**config.mk**
```make
export PLATFORM = sky130hd
export DESIGN_NAME = fabint_scheduler_flat
export DESIGN_NICKNAME = d
export VERILOG_FILES = /design/src/rtl/fabint_pkg.sv /design/src/rtl/fabint_scheduler_if.sv /design/src/rtl/fabint_scheduler_rr_pick.sv /design/src/rtl/fabint_scheduler.sv /design/src/flat_wrapper.sv
export SDC_FILE = /design/constraint.sdc
export NUM_CORES = 1
export LEC_CHECK = 0
export BUFFER_PORTS_ARGS = -buffer_cell sky130_fd_sc_hd__buf_2
export CAP_MARGIN = 20
export CORE_AREA = 2 2 43 85
export DETAILED_ROUTE_END_ITERATION = 8
export DIE_AREA = 0 0 45 87
export GPL_TIMING_DRIVEN = 0
export HOLD_SLACK_MARGIN = 0.15
export PLACE_DENSITY = 0.67
export REMOVE_ABC_BUFFERS = 1
export SETUP_SLACK_MARGIN = 0.2
export SLEW_MARGIN = 20
export SYNTH_ARGS = -nofsm -noshare
export SYNTH_HDL_FRONTEND = slang
export SYNTH_SLANG_ARGS = --single-unit
```
**constraint.sdc**
```tcl
create_clock -name clk -period 4.2 [get_ports clk]
set_input_delay 0.84 -clock clk [delete_from_list [all_inputs] [get_ports clk]]
set_output_delay 0.84 -clock clk [all_outputs]
set_load 0.01 [all_outputs]
```
**src/rtl/fabint_pkg.sv**
```systemverilog
// Shared types and constants for the fabric interrupt scheduler and its helpers.
package fabint_pkg;

   typedef enum logic [1:0] {
      IDLE   = 2'd0,
      ASSERT = 2'd1,
      GAP    = 2'd2
   } state_e;

   localparam int DEF_NUM_SRC     = 4;
   localparam int DEF_ID_W        = 2;
   localparam int DEF_MIN_GAP     = 8;
   localparam int DEF_ACK_TIMEOUT = 1024;

   // Bits needed to hold values 0..value-1; never returns less than 1.
   function automatic int clog2(input int value);
      int w;
      w = 1;
      while ((1 << w) < value) w++;
      return w;
   endfunction

endpackage

```
**src/rtl/fabint_scheduler_if.sv**
```systemverilog
// Event-source / firmware side signals of the scheduler, grouped for port hookup.
interface fabint_scheduler_if #(
   parameter int NUM_SRC = 4,
   parameter int ID_W    = 2
);

   logic [NUM_SRC-1:0] src_pulse;
   logic [NUM_SRC-1:0] src_enable;
   logic               irq_ack;
   logic [NUM_SRC-1:0] ovf_clear;
   logic               fab_int;
   logic [ID_W-1:0]    irq_id;
   logic [NUM_SRC-1:0] pending;
   logic [NUM_SRC-1:0] overflow;
   logic               timeout_err;

   modport master (
      output src_pulse, src_enable, irq_ack, ovf_clear,
      input  fab_int, irq_id, pending, overflow, timeout_err
   );

   modport slave (
      input  src_pulse, src_enable, irq_ack, ovf_clear,
      output fab_int, irq_id, pending, overflow, timeout_err
   );

endinterface

```
**src/rtl/fabint_scheduler_rr_pick.sv**
```systemverilog
// Combinational round-robin picker: first set request at or above ptr_i, wrapping.
module rr_pick #(
   parameter int N     = 4,
   parameter int IDX_W = 2
) (
   input  logic [N-1:0]     req_i,
   input  logic [IDX_W-1:0] ptr_i,
   output logic [IDX_W-1:0] idx_o,
   output logic             any_o
);

   localparam logic [IDX_W:0] N_W = (IDX_W+1)'(N);

   // Scan downward so the last hit written is the first one in upward order.
   always_comb begin : pick
      logic [IDX_W:0] sum;
      idx_o = '0;
      any_o = 1'b0;
      sum   = '0;
      for (int k = N - 1; k >= 0; k--) begin
         sum = {1'b0, ptr_i} + (IDX_W+1)'(k);
         if (sum >= N_W) sum = sum - N_W;
         if (req_i[sum[IDX_W-1:0]]) begin
            idx_o = sum[IDX_W-1:0];
            any_o = 1'b1;
         end
      end
   end

endmodule

```
**src/rtl/fabint_scheduler.sv**
```systemverilog
// Shares the single FABINT line between fabric event sources: latch, round-robin
// grant, hold until ack (or timeout), then enforce a quiet gap.
module fabint_scheduler
   import fabint_pkg::*;
#(
   parameter int NUM_SRC     = DEF_NUM_SRC,
   parameter int ID_W        = DEF_ID_W,
   parameter int MIN_GAP     = DEF_MIN_GAP,
   parameter int ACK_TIMEOUT = DEF_ACK_TIMEOUT
) (
   input logic               clk,
   input logic               rst,
   fabint_scheduler_if.slave bus
);

   localparam int               WAIT_W    = clog2(ACK_TIMEOUT);
   localparam int               GAP_W     = clog2(MIN_GAP);
   localparam logic [WAIT_W-1:0] WAIT_LAST = WAIT_W'(ACK_TIMEOUT - 1);
   localparam logic [GAP_W-1:0]  GAP_LOAD  = GAP_W'(MIN_GAP - 1);
   localparam logic [ID_W-1:0]   LAST_ID   = ID_W'(NUM_SRC - 1);

   state_e             state_q, state_d;
   logic               fab_int_q, fab_int_d;
   logic [ID_W-1:0]    irq_id_q, irq_id_d;
   logic [ID_W-1:0]    rr_ptr_q, rr_ptr_d;
   logic [NUM_SRC-1:0] pending_q, pending_d;
   logic [NUM_SRC-1:0] overflow_q, overflow_d;
   logic               timeout_q, timeout_d;
   logic [WAIT_W-1:0]  wait_q, wait_d;
   logic [GAP_W-1:0]   gap_q, gap_d;

   logic [NUM_SRC-1:0] event_v;
   logic [NUM_SRC-1:0] ack_clr;
   logic [NUM_SRC-1:0] eligible;
   logic [ID_W-1:0]    winner;
   logic               win_any;
   logic               ack_take;
   logic [ID_W-1:0]    ptr_after;

   assign event_v   = bus.src_pulse & bus.src_enable;
   assign eligible  = pending_q & bus.src_enable;
   assign ack_take  = (state_q == ASSERT) && bus.irq_ack;
   assign ack_clr   = ack_take ? (NUM_SRC'(1) << irq_id_q) : '0;
   assign ptr_after = (irq_id_q == LAST_ID) ? '0 : irq_id_q + ID_W'(1);

   // A fresh event beats the ack that clears it, and is not an overflow.
   assign pending_d  = event_v | (pending_q & ~ack_clr);
   assign overflow_d = (event_v & pending_q & ~ack_clr) | (overflow_q & ~bus.ovf_clear);

   rr_pick #(
      .N     (NUM_SRC),
      .IDX_W (ID_W)
   ) u_pick (
      .req_i (eligible),
      .ptr_i (rr_ptr_q),
      .idx_o (winner),
      .any_o (win_any)
   );

   always_comb begin
      // NOTE: every output gets a default first so no path leaves it unassigned (no latch).
      state_d   = state_q;
      fab_int_d = fab_int_q;
      irq_id_d  = irq_id_q;
      rr_ptr_d  = rr_ptr_q;
      timeout_d = timeout_q;
      wait_d    = wait_q;
      gap_d     = gap_q;
      case (state_q)
         IDLE: begin
            if (win_any) begin
               irq_id_d  = winner;
               fab_int_d = 1'b1;
               wait_d    = '0;
               state_d   = ASSERT;
            end
         end
         ASSERT: begin
            if (bus.irq_ack || (wait_q == WAIT_LAST)) begin
               fab_int_d = 1'b0;
               rr_ptr_d  = ptr_after;
               gap_d     = GAP_LOAD;
               state_d   = (MIN_GAP == 0) ? IDLE : GAP;
               if (!bus.irq_ack) timeout_d = 1'b1;
            end else begin
               wait_d = wait_q + WAIT_W'(1);
            end
         end
         GAP: begin
            if (gap_q == '0) state_d = IDLE;
            else             gap_d   = gap_q - GAP_W'(1);
         end
         default: state_d = IDLE;
      endcase
   end

   always_ff @(posedge clk) begin
      // NOTE: registers use non-blocking assignment so every flop samples pre-edge values.
      if (rst) begin
         state_q    <= IDLE;
         fab_int_q  <= 1'b0;
         irq_id_q   <= '0;
         rr_ptr_q   <= '0;
         pending_q  <= '0;
         overflow_q <= '0;
         timeout_q  <= 1'b0;
         wait_q     <= '0;
         gap_q      <= '0;
      end else begin
         state_q    <= state_d;
         fab_int_q  <= fab_int_d;
         irq_id_q   <= irq_id_d;
         rr_ptr_q   <= rr_ptr_d;
         pending_q  <= pending_d;
         overflow_q <= overflow_d;
         timeout_q  <= timeout_d;
         wait_q     <= wait_d;
         gap_q      <= gap_d;
      end
   end

   assign bus.fab_int     = fab_int_q;
   assign bus.irq_id      = irq_id_q;
   assign bus.pending     = pending_q;
   assign bus.overflow    = overflow_q;
   assign bus.timeout_err = timeout_q;

endmodule

```
**src/flat_wrapper.sv**
```systemverilog
// flat-port wrapper written by rule: the top's interface ports become plain ports
module fabint_scheduler_flat import fabint_pkg::*;
#(
   parameter int NUM_SRC     = DEF_NUM_SRC,
   parameter int ID_W        = DEF_ID_W,
   parameter int MIN_GAP     = DEF_MIN_GAP,
   parameter int ACK_TIMEOUT = DEF_ACK_TIMEOUT
)
  (clk, rst, bus_src_pulse, bus_src_enable, bus_irq_ack, bus_ovf_clear, bus_fab_int, bus_irq_id, bus_pending, bus_overflow, bus_timeout_err);
  fabint_scheduler_if #(.NUM_SRC(NUM_SRC), .ID_W(ID_W)) bus_i ();
  input logic clk;
  input logic rst;
  input wire logic [$bits(bus_i.src_pulse)-1:0] bus_src_pulse;
  input wire logic [$bits(bus_i.src_enable)-1:0] bus_src_enable;
  input wire logic [$bits(bus_i.irq_ack)-1:0] bus_irq_ack;
  input wire logic [$bits(bus_i.ovf_clear)-1:0] bus_ovf_clear;
  output wire logic [$bits(bus_i.fab_int)-1:0] bus_fab_int;
  output wire logic [$bits(bus_i.irq_id)-1:0] bus_irq_id;
  output wire logic [$bits(bus_i.pending)-1:0] bus_pending;
  output wire logic [$bits(bus_i.overflow)-1:0] bus_overflow;
  output wire logic [$bits(bus_i.timeout_err)-1:0] bus_timeout_err;
  assign bus_i.src_pulse = bus_src_pulse;
  assign bus_i.src_enable = bus_src_enable;
  assign bus_i.irq_ack = bus_irq_ack;
  assign bus_i.ovf_clear = bus_ovf_clear;
  assign bus_fab_int = bus_i.fab_int;
  assign bus_irq_id = bus_i.irq_id;
  assign bus_pending = bus_i.pending;
  assign bus_overflow = bus_i.overflow;
  assign bus_timeout_err = bus_i.timeout_err;
  fabint_scheduler #(.NUM_SRC(NUM_SRC), .ID_W(ID_W), .MIN_GAP(MIN_GAP), .ACK_TIMEOUT(ACK_TIMEOUT)) u_core (.clk(clk), .rst(rst), .bus(bus_i));
endmodule
```
**Yosys cells after proc, flatten, opt, wreduce, memory -nomap -nowiden**

Index checks and enable logic that the tools add are counted.

- Add/subtract/negate cells: 10
- Magnitude comparators: 8
- Equal/unequal tests: 9
- Shift operators: 1
- Mux-type cells: 35
- Bitwise operators: 11
- Reduce and logical (&&, ||, !) cells: 13

Operators with widths:

| cell | count |
|---|---|
| $and 4x4->4 | 6 |
| $mux 2 | 12 |
| $mux 10 | 2 |
| $pmux 10 s2 | 1 |
| $reduce_and 3->1 | 5 |
| $lt 2x3->1 const B | 4 |
| $add 10x1->10 const B | 1 |
| $eq 10x10->1 const B | 1 |
| $mux 1 | 10 |
| $ge 3x3->1 const B | 3 |
| $bmux 1 s2 | 4 |
| $ne 2x2->1 const B | 4 |
| $not 4->4 | 2 |
| $or 4x4->4 | 2 |
| $sub 2x1->2 const B | 4 |
| $add 2x2->3 const B | 2 |
| $mux 3 | 2 |
| $pmux 2 s3 | 1 |
| $pmux 3 s2 | 1 |
| $eq 2x2->1 const B | 2 |
| $mux 4 | 1 |
| $reduce_and 2->1 | 2 |
| $reduce_bool 2->1 | 2 |
| $shl 1x2->4 const A | 1 |
| 12 further kinds | 12 |

- Register bits: 29
- Input port bits: 15
- Output and inout bits: 12
- Logic and storage cells: 96

**Logic depth before layout (Yosys ltp)**

Gate-level depths: netlist of run 1.

- Depth in word-level cells: 11
- Depth in mapped cells: 7
- Gate-level depth less buffers: 6

**Hierarchy**

From an unflattened synthesis of run 1, not the netlist that was laid out.

- Cell total of the unflattened synthesis: 186
- Area, all modules: 1551.5 sq um

Modules (own cells, without submodules):

| module | times used | cells an instance | area an instance (sq um) | sequential area each (sq um) |
|---|---|---|---|---|
| fabint_scheduler | 1 | 173 | 1473.9 | 580.6 |
| rr_pick | 1 | 13 | 77.6 | 0.0 |

**Worst setup path before layout of run 1**

No wires, ideal clock.

- Path type: input -> register
- Start: input port bus_irq_ack
- End: register u_core.wait_q[3]
- Setup time: 0.071 ns
- Arrival: 1.991 ns
- Data required time: 4.129 ns
- Setup slack: 2.138 ns
- Stages: 5
- Path buffers: 1
- Cell sequence: and3b_4 > a41o_1 > buf_6 > or4_1 > a21oi_1

- Longest elaborated chain between the ends: 3

Ends and longest elaborated chain:

| what | RTL line | RTL |
|---|---|---|
| start: declaration | flat_wrapper.sv:15 | `input wire logic [$bits(bus_i.irq_ack)-1:0] bus_irq_ack;` |
| $logic_or 1x1->1 | fabint_scheduler.sv:79 | `if (bus.irq_ack \|\| (wait_q == WAIT_LAST)) begin` |
| $ne 2x2->1 (no line) | -- |  |
| $reduce_and 3->1 (no line) | -- |  |
| end signal: assignment | fabint_scheduler.sv:117 | `wait_q <= wait_d;` |
| end: declaration | fabint_scheduler.sv:29 | `logic [WAIT_W-1:0] wait_q, wait_d;` |

No other way between the ends.
A chain may end at the register's enable or synchronous reset.

**Final worst setup path of run 1**

- Start: input port bus_irq_ack
- End: register u_core.wait_q[8]

The elaborated chain is that of the path after synthesis.

==> results of run 1 <==
==> cell usage after synthesis <==
master    count
a211oi_1      4
a21boi_0      1
a21o_1        1
a21oi_1      13
a22o_1        2
a22oi_1       6
a31oi_1       1
a41o_1        1
and2b_1       1
and3_1        1
and3b_1       1
and3b_4       1
and4_1        2
buf_2         1
buf_6         1
clkbuf_1      4
dfxtp_1      29
ha_1          7
inv_1         8
mux2i_1       4
nand2_1      11
nand2b_1      6
nand3_1       4
nand3b_1      6
nand4_1       5
nor2_1       13
nor2b_1       1
nor3_1        4
nor3b_1       1
o211ai_1      1
o21ai_0       4
o21ai_2       1
o31ai_1       5
o31ai_2       1
o41ai_1       3
or2_2         1
or3_1         2
or3b_2        2
or4_1         7
==> power by group <==
group          switching (mW)  total (mW)  leakage (nW)  internal (mW)
clock                  0.0971       0.227        0.0443          0.130
combinational          0.0529      0.0901         0.365         0.0372
sequential             0.0134       0.302         0.236          0.288
==> cells in the final DEF (no fill, tap or decap), drive strengths merged, types with 2 or more instances in the layout <==
master / instances
dfxtp: 29
buf: 26
nor2: 13
a21oi: 13
nand2: 11
inv: 8
or4: 7
ha: 7
clkbuf: 7
a22oi: 6
nand3b: 6
nand2b: 6
o31ai: 6
nand4: 5
o21ai: 5
mux2i: 4
nand3: 4
nor3: 4
a211oi: 4
o41ai: 3
and4: 2
a22o: 2
or3b: 2
or3: 2
and3b: 2
==> flip-flops by register name, summed over array words and instances (netlist names), 2 cells and up <==
signal and flops:
u_core.wait_q 10, u_core.bus.overflow 4, u_core.bus.pending 4, u_core.gap_q 3, u_core.bus.irq_id 2, u_core.rr_ptr_q 2
u_core.state_q 2
==> metrics by stage <==
step	hold slack [ps]	cell area, um^2	utilization, %	power, mW
after global placement	440	1610	48.7	0.394
after global routing	464	1700	51.6	0.655
after detailed placement	442	1610	48.7	0.396
after CTS	454	1700	51.3	0.628
after floorplan	455	1440	-	0.362
final	455	1700	51.6	0.619
==> worst max-delay path by stage <==
stage / from / endpoint / depth (start not counted)
global route: bus_irq_ack / u_core.wait_q[5] / 5
finish: bus_irq_ack / u_core.wait_q[8] / 5
detailed placement: bus_src_enable[3] / u_core.wait_q[6] / 5
global placement: bus_src_enable[1] / u_core.wait_q[2] / 5
floorplan: bus_irq_ack / u_core.wait_q[3] / 4
CTS: bus_src_enable[3] / u_core.wait_q[6] / 5
==> metal layers <==
| metal | GRT usage [%] | part of all wire (%) | wire length [um] | up-vias |
|---|---|---|---|---|
| li1 | - | - | - | 680 |
| met1 | 24.1 | 46 | 1350 | 597 |
| met2 | 22.9 | 47 | 1380 | 31 |
| met3 | 5.19 | 5.5 | 163 | 7 |
| met4 | 6.68 | 1.8 | 53 | 0 |
| met5 | 0 | 0 | 0 | - |
==> critical path, delay by kind of cell <==
family | cells | cell delay, ps
buffers and inverters | 1 | 120
AND/OR/NAND/NOR | 2 | 780
AO/OA/AOI/OAI | 2 | 620
==> cells by family after synthesis <==
logic type | after synthesis | share of synthesized area [%]
and+or+nand+nor | 69 | 27.2
AOI/OAI and AO/OA | 44 | 20.5
DFF | 29 | 39.5
buffers and inverters | 14 | 4.17
adders and majority gates | 7 | 5.96
muxes | 4 | 2.72
==> final cells by class <==
cell class / count / area [um^2]
repair buffers: 26 / 130
multi-input cells: 124 / 837
inverters: 8 / 30.0
clock buffers: 7 / 86.3
flip-flops and latches: 29 / 581
well taps: 32 / 40.0
fillers: 314 / 1600
==> run summary, run 1 <==
Hold Crit Endpoint - u_core.bus.fab_int
first-pass GRT wire length - 4990 um
Yosys cell types - 39
row count - 30
critical path required time - 4400 ps
synth top area cells - dfxtp_1, ha_1, a21oi_1, or4_1, nor2_1
fraction of layout cells with a size suffix above 1 - 19.6%
Inst Count DP - 219
Chip Width - 45 um
Placer Congestion - 0.773
Layout Skew - 5.56 ps
Placeable Area - 0.00330 mm^2
crit-path max FO - 22
r2r worst-path depth - 5
Max Slew Vio Count - 0
Post-Syn Area - 0.00147 mm^2
Hold Vio Cnt, Final - 0
Total Negative Setup Slacks - 0 ps
Synth area leader - dfxtp_1
worst hold stages - 2
Initial Utilization - 44.5%
Post-CTS Setup Bufs - 0
fin nets - 216
critical path cell sequence - buf_2, and3b_4, a41o_1, or4_1, a21oi_1
reg2reg setup slack - 2100 ps
DR WL/cell - 13.1 um
Clock Sink Count - 29
max-cap violations - 0
post-cts resize count - 0
clock root buffer master - clkbuf_8
CTS tree - built
Hold Startpoint - u_core.bus.fab_int
CTS H-Tree Depth - 2
final setup margin - 2040 ps
Port Buf Inserts - 26
Finished Layout Cells - 226
sequential share of the synthesized area - 39.5%
RSZ-0062 raised after global routing - no
Pleak - 0.645 nW
worst r2r src - u_core.wait_q[0]
Residual DRC - 0
DR vias - 1315
Initial DRC Count - 45
Ys Warns - 0
initial antenna violation count - 0
synthesis-to-finish area growth - 15.9%
period utilization - 51.4%
Final ANT Viol Nets - 0
CTS buffer count - 5
Die Y-Extent - 87 um
Slowest cell on crit path - or4_1
RR Endpoint - u_core.wait_q[8]
crit path time final - 2160 ps
pwr dens - 363 mW/mm^2
vias in the first global route - 1112
I/O pin count - 27
grt total ovfl - 0
critical path launch point type - primary input
outcome - finished clean
DP Worst Slack - 1700 ps
Avg Synthesized Cell Area - 8.80 um^2
DR pass1 iterations - 4
f_max - 0.464 GHz
Setup-failing EPs final - 0
cts-stage hold buffer count - 0
kind of critical path - primary input to flip-flop
# diodes - 0
Post-Synthesis Cells - 167
clock buffer depth - 2
Seq cells post-synth - 29
worst skew pair latency - 280 ps
Clock transition at path regs - 60 ps
Slew headroom - 52.5%
Yosys top cell area share - 39.5%
worst-margin pin slew - 713 ps
CP Capture Type - flip-flop
Worst IR Drop VDD - 0.269 mV
dpl hpwl - 2080 um
DIE AREA - 0.00392 mm^2
WL final - 2950 um
Tot GR Track Use - 16.7%
data arrival time of the critical path - 2360 ps
largest net degree at the start of global routing - 29
Worst Hold Class - flip-flop to flip-flop
critical path's largest stage delay - 580 ps
Vias per Instance - 5.82
Power figures use the tool's default switching activity.
==> inputs of run 2 (changes only) <==
- PLACE_DENSITY: 0.67 -> 0.69
- clock period: 4.2 -> 1.9 ns (I/O delays scaled with it)
==> run 2 against run 1 <==
Against the previous run: combinational power grew to 2.9 times the previous value; utilization grew 4.6 points; global-route usage grew 2.0 points; via count grew 8.2%; clock power grew to 2.5 times the previous value; critical path type is now flip-flop to flip-flop; critical endpoint is now u_core.wait_q[7].
==> run summary, run 2 (synthesis gave the netlist of run 1 again) <==
worst hold stages - 3
CTS H-Tree Depth - 2
Inst Count DP - 219
f_max - 0.600 GHz
I/O pin count - 27
Hold Crit Endpoint - u_core.bus.overflow[0]
critical path required time - 2120 ps
DR pass1 iterations - 4
Setup-failing EPs final - 0
Final ANT Viol Nets - 0
dpl hpwl - 2150 um
Biggest register - u_core.wait_q
Max Slew Vio Count - 0
RR Endpoint - u_core.wait_q[7]
Placeable Area - 0.00330 mm^2
Residual DRC - 0
crit path from - u_core.wait_q[5]
worst hold margin - 350 ps
busiest grt layer - met2
worst-margin pin slew - 468 ps
Vias per Instance - 6.06
highest-count cells in the layout ignoring fill and taps - buf_2, dfxtp_1, nor2_1
period utilization - 87.8%
Initial Utilization - 44.5%
Hold Vio Cnt, Final - 0
crit path time final - 1670 ps
data arrival time of the critical path - 1880 ps
Tot GR Track Use - 18.7%
worst r2r src - u_core.wait_q[5]
grt met1 use - 25.8%
max FFs per register - 10
clock root buffer master - clkbuf_8
crit-path max FO - 6
kind of critical path - flip-flop to flip-flop
Clock transition at path regs - 70 ps
Initial DRC Count - 45
worst skew pair latency - 290 ps
row count - 30
Clock Sink Count - 29
pwr dens - 807 mW/mm^2
outcome - finished clean
critical path launch point type - flip-flop
Pwr Total - 1.50 mW
r2r worst-path depth - 4
Slew headroom - 68.8%
WL final - 3510 um
DR WL/cell - 14.9 um
M2 GR Usage - 26.2%
largest net degree at the start of global routing - 29
CP Capture Type - flip-flop
clock buffer depth - 2
max-cap violations - 0
DR vias - 1423
Die Y-Extent - 87 um
M3 GR Usage - 6.22%
vias in the first global route - 1184
Pleak - 0.709 nW
Port Buf Inserts - 26
CTS tree - built
Worst Hold Class - primary input to flip-flop
# diodes - 0
first-pass GRT wire length - 5490 um
initial antenna violation count - 0
fraction of layout cells with a size suffix above 1 - 31.0%
reg2reg setup slack - 230 ps
CTS buffer count - 5
Finished Layout Cells - 235
synthesis-to-finish area growth - 26.3%
RSZ-0062 raised after global routing - yes
fin nets - 224
Worst IR Drop VDD - 0.510 mV
Hold Startpoint - bus_ovf_clear[0]
grt total ovfl - 0
commonest non-fill, non-tap cell in the layout - buf_2
Layout Skew - 7.07 ps
Placer Congestion - 0.806
DIE AREA - 0.00392 mm^2
Chip Width - 45 um
-- run 2: worst max-delay path by stage --
| stage | slack, ps | to |
|---|---|---|
| finish | 230 | u_core.wait_q[7] |
| global route | 160 | u_core.wait_q[9] |
| CTS | 190 | u_core.wait_q[8] |
| detailed placement | -220 | u_core.wait_q[5] |
| global placement | -200 | u_core.wait_q[9] |
| floorplan | 10 | u_core.wait_q[3] |
-- run 2: stage by stage --
step                instance area, um^2  utilization (%)  worst slack (ps)  TNS, ps
finish                             1860             56.2               232        0
CTS                                1770             53.6               190        0
global route                       1860             56.2               161        0
global placement                   1610             48.7              -196    -1500
floorplan                          1440                -              9.65        0
detailed placement                 1610             48.7              -222    -1830
-- run 2: metal layers --
layer | share of wire [%] | vias up
met2 | 48 | 46
met1 | 45 | 671
li1 | - | 699
met4 | 1.8 | 0
met3 | 5.3 | 7
met5 | 0 | -
-- run 2: area by class of cell --
| cell class | instances | area, um^2 |
|---|---|---|
| fillers | 303 | 1450 |
| multi-input cells | 126 | 912 |
| flip-flops and latches | 29 | 586 |
| repair buffers | 32 | 188 |
| clock inverters | 1 | 5.00 |
| well taps | 32 | 40.0 |
| clock buffers | 7 | 96.3 |
| inverters | 8 | 30.0 |
-- run 2: report_power, final --
part           total, mW  internal (mW)  switching [mW]
sequential         0.669          0.638          0.0310
clock              0.569          0.327           0.242
combinational      0.261          0.121           0.140
total               1.50           1.09           0.413
-- run 2: timing repair --
action	4_1_cts	5_1_grt
buffers inserted	2	4
pin swaps	2	6
endpoints found under the hold margin	0	0
hold buffers	0	0
endpoints found under the setup margin	18	9
gates resized for setup	8	11
gates cloned	1	1
-- run 2: worst max-delay path, stage by stage (launching register included) --
cell and delay (ps):
dfxtp_1 350, and4_1 270, a41o_2 320, or4_1 500, a21oi_1 140
==> inputs of run 3 (changes only) <==
- ABC_AREA: default -> 1
- CORE_AREA: 2 2 43 85 -> 2 2 45 88
- DIE_AREA: 0 0 45 87 -> 0 0 47 90
- PLACE_DENSITY: 0.69 -> 0.71
==> run 3 against run 2 <==
Against the previous run: critical path type unchanged; clock skew down 3.0 ps; sequential share of layout area down 2.9 points; clock-buffer cell count down 2; synthesized cell count up 51%.
==> run summary, run 3 <==
top-count cell post-synth - nand2_1
sequential share of the synthesized area - 34.5%
outcome - finished clean
Yosys top cell area share - 34.5%
Avg Synthesized Cell Area - 6.65 um^2
worst r2r src - u_core.wait_q[1]
I/O pin count - 27
Total Negative Setup Slacks - 0 ps
largest net degree at the start of global routing - 23
WL final - 3920 um
initial antenna violation count - 0
max FFs per register - 10
Slew headroom - 70.3%
data arrival time of the critical path - 1770 ps
Hold Crit Endpoint - u_core.bus.overflow[3]
worst hold stages - 4
Vias per Instance - 4.92
Most used DFF post-synth - dfxtp_1
Post-Synthesis Cells - 253
reg2reg setup slack - 290 ps
dpl hpwl - 2970 um
Initial DRC Count - 26
Residual DRC - 0
CP Capture Type - flip-flop
Placer Congestion - 0.851
Worst IR Drop VDD - 0.791 mV
cts-stage hold buffer count - 0
worst skew pair latency - 280 ps
DR vias - 1654
first-pass GRT wire length - 6180 um
Yosys cell types - 26
pwr dens - 1160 mW/mm^2
Multi-input gate area - 975 um^2
critical path cell sequence - ha_4, nand2_2, nor2_4, nand3_2, nand2_2, nand2_4, nand2_4, clkinvlp_4, nand2_1, a21oi_2
Tot GR Track Use - 20.4%
Finished Layout Cells - 336
max-cap violations - 0
Setup-failing EPs final - 0
Max Slew Vio Count - 0
Final ANT Viol Nets - 0
r2r worst-path depth - 10
Placed Area - 0.00184 mm^2
crit-path max FO - 6
Slowest cell on crit path - dfxtp_2
Ys Warns - 0
Biggest register - u_core.wait_q
# diodes - 0
register area - 584 um^2
fin nets - 308
Placeable Area - 0.00357 mm^2
post-route cell area - 0.00204 mm^2
fill cell count - 370
CTS tree - built
Clock transition at path regs - 70 ps
Synth area leader - dfxtp_1
Post-Syn Area - 0.00168 mm^2
DIE AREA - 0.00423 mm^2
Chip Width - 47 um
period utilization - 85.0%
crit path time final - 1610 ps
synthesis-to-finish area growth - 21.2%
CTS buffer count - 5
EDFF count, synth - 0
DR WL/cell - 11.7 um
Port Buf Inserts - 26
vias in the first global route - 1566
clock root buffer master - clkbuf_8
Clock Sink Count - 29
CTS H-Tree Depth - 2
f_max - 0.619 GHz
Hold Startpoint - bus_ovf_clear[3]
Die Y-Extent - 90 um
critical path launch point type - flip-flop
kind of critical path - flip-flop to flip-flop
fraction of layout cells with a size suffix above 1 - 23.7%
worst-margin pin slew - 445 ps
worst hold margin - 337 ps
Initial Utilization - 47.2%
Layout Skew - 4.04 ps
Worst Hold Class - primary input to flip-flop
DR pass1 iterations - 4
Inst Count DP - 324
async set or reset register ratio after synthesis - 0%
commonest non-fill, non-tap cell in the layout - nand2_1
highest-count cells in the layout ignoring fill and taps - nand2_1, nor2_1, inv_1
critical path's largest stage delay - 370 ps
row count - 31
synth top area cells - dfxtp_1, nand2_1, nor2_1, inv_1, a21oi_1
grt total ovfl - 0
RR Endpoint - u_core.wait_q[8]
most common library cells after synthesis - nand2_1, nor2_1, inv_1
RSZ-0062 raised after global routing - no
critical path required time - 2050 ps
Hold Vio Cnt, Final - 0
Pleak - 0.945 nW
clock buffer depth - 2
Seq cells post-synth - 29
==> run 3: changes by cell type after synthesis, sizes merged, moves of 7 or more <==
| cell | change |
|---|---|
| a21oi | +8 |
| nand3 | +15 |
| inv | +25 |
| or4 | -7 |
| nand2 | +69 |
| nor2 | +22 |
==> run 3: stage by stage <==
stage / power, mW / utilization [%] / setup slack (ps)
floorplan: 1.30 / - / 480
global placement: 1.48 / 51.7 / 141
detailed placement: 1.50 / 51.7 / 146
CTS: 2.29 / 55.6 / 232
global route: 2.52 / 57.2 / 197
finish: 2.36 / 57.2 / 285
==> run 3: kinds of logic after synthesis <==
family | count (synthesis) | share of synthesized area [%]
AO/OA/AOI/OAI | 33 | 10.8
XOR/XNOR | 2 | 1.04
adder cells (fa/ha/maj) | 7 | 5.20
buffers and inverters | 37 | 9.44
flip-flops | 29 | 34.5
AND/OR/NAND/NOR | 145 | 39.0
==> run 3: worst max-delay path by stage <==
| stage | startpoint | depth (start not counted) | slack [ps] | endpoint |
|---|---|---|---|---|
| floorplan | u_core.wait_q[0] | 10 | 480 | u_core.wait_q[3] |
| finish | u_core.wait_q[1] | 10 | 290 | u_core.wait_q[8] |
| detailed placement | bus_src_enable[3] | 11 | 150 | u_core.wait_q[8] |
| global placement | bus_src_enable[3] | 11 | 140 | u_core.wait_q[8] |
| CTS | u_core.wait_q[1] | 10 | 230 | u_core.wait_q[8] |
| global route | u_core.wait_q[0] | 10 | 200 | u_core.wait_q[3] |
==> run 3: cell type report <==
class | count | share of cell area, %
Multi-Input combinational cell | 188 | 47.8
Sequential cell | 29 | 28.7
Timing Repair Buffer | 29 | 7.48
Inverter | 33 | 6.50
Clock buffer | 5 | 3.37
Clock inverter | 3 | 3.19
Tap cell | 49 | 3.01
==> run 3: timing repair <==
| item | in CTS | in global routing |
|---|---|---|
| buffers inserted | 0 | 3 |
| cloned | 0 | 1 |
| endpoints found under the setup margin | 6 | 7 |
| resized for setup | 2 | 7 |
| pin swaps | 0 | 4 |
==> run 3: worst max-delay path, delay by kind of cell, from the launching register on <==
family	cells	cell delay (ps)
AO/OA/AOI/OAI	1	50
buffers and inverters	1	150
adder cells (fa/ha/maj)	1	140
AND/OR/NAND/NOR	7	770
flip-flops	1	370
==> run 3: routing by layer <==
metal | part of all wire (%) | vias to the layer above | GRT usage (%)
li1 | - | 863 | -
met1 | 33 | 738 | 16.6
met2 | 59 | 37 | 38.2
met3 | 2.9 | 16 | 3.82
met4 | 5.1 | 0 | 13.2
met5 | 0 | - | 0
==> run 3: power by group <==
part	switching (mW)	internal, mW	total, mW
logic	0.485	0.287	0.772
clock network	0.252	0.521	0.773
registers	0.104	0.709	0.813
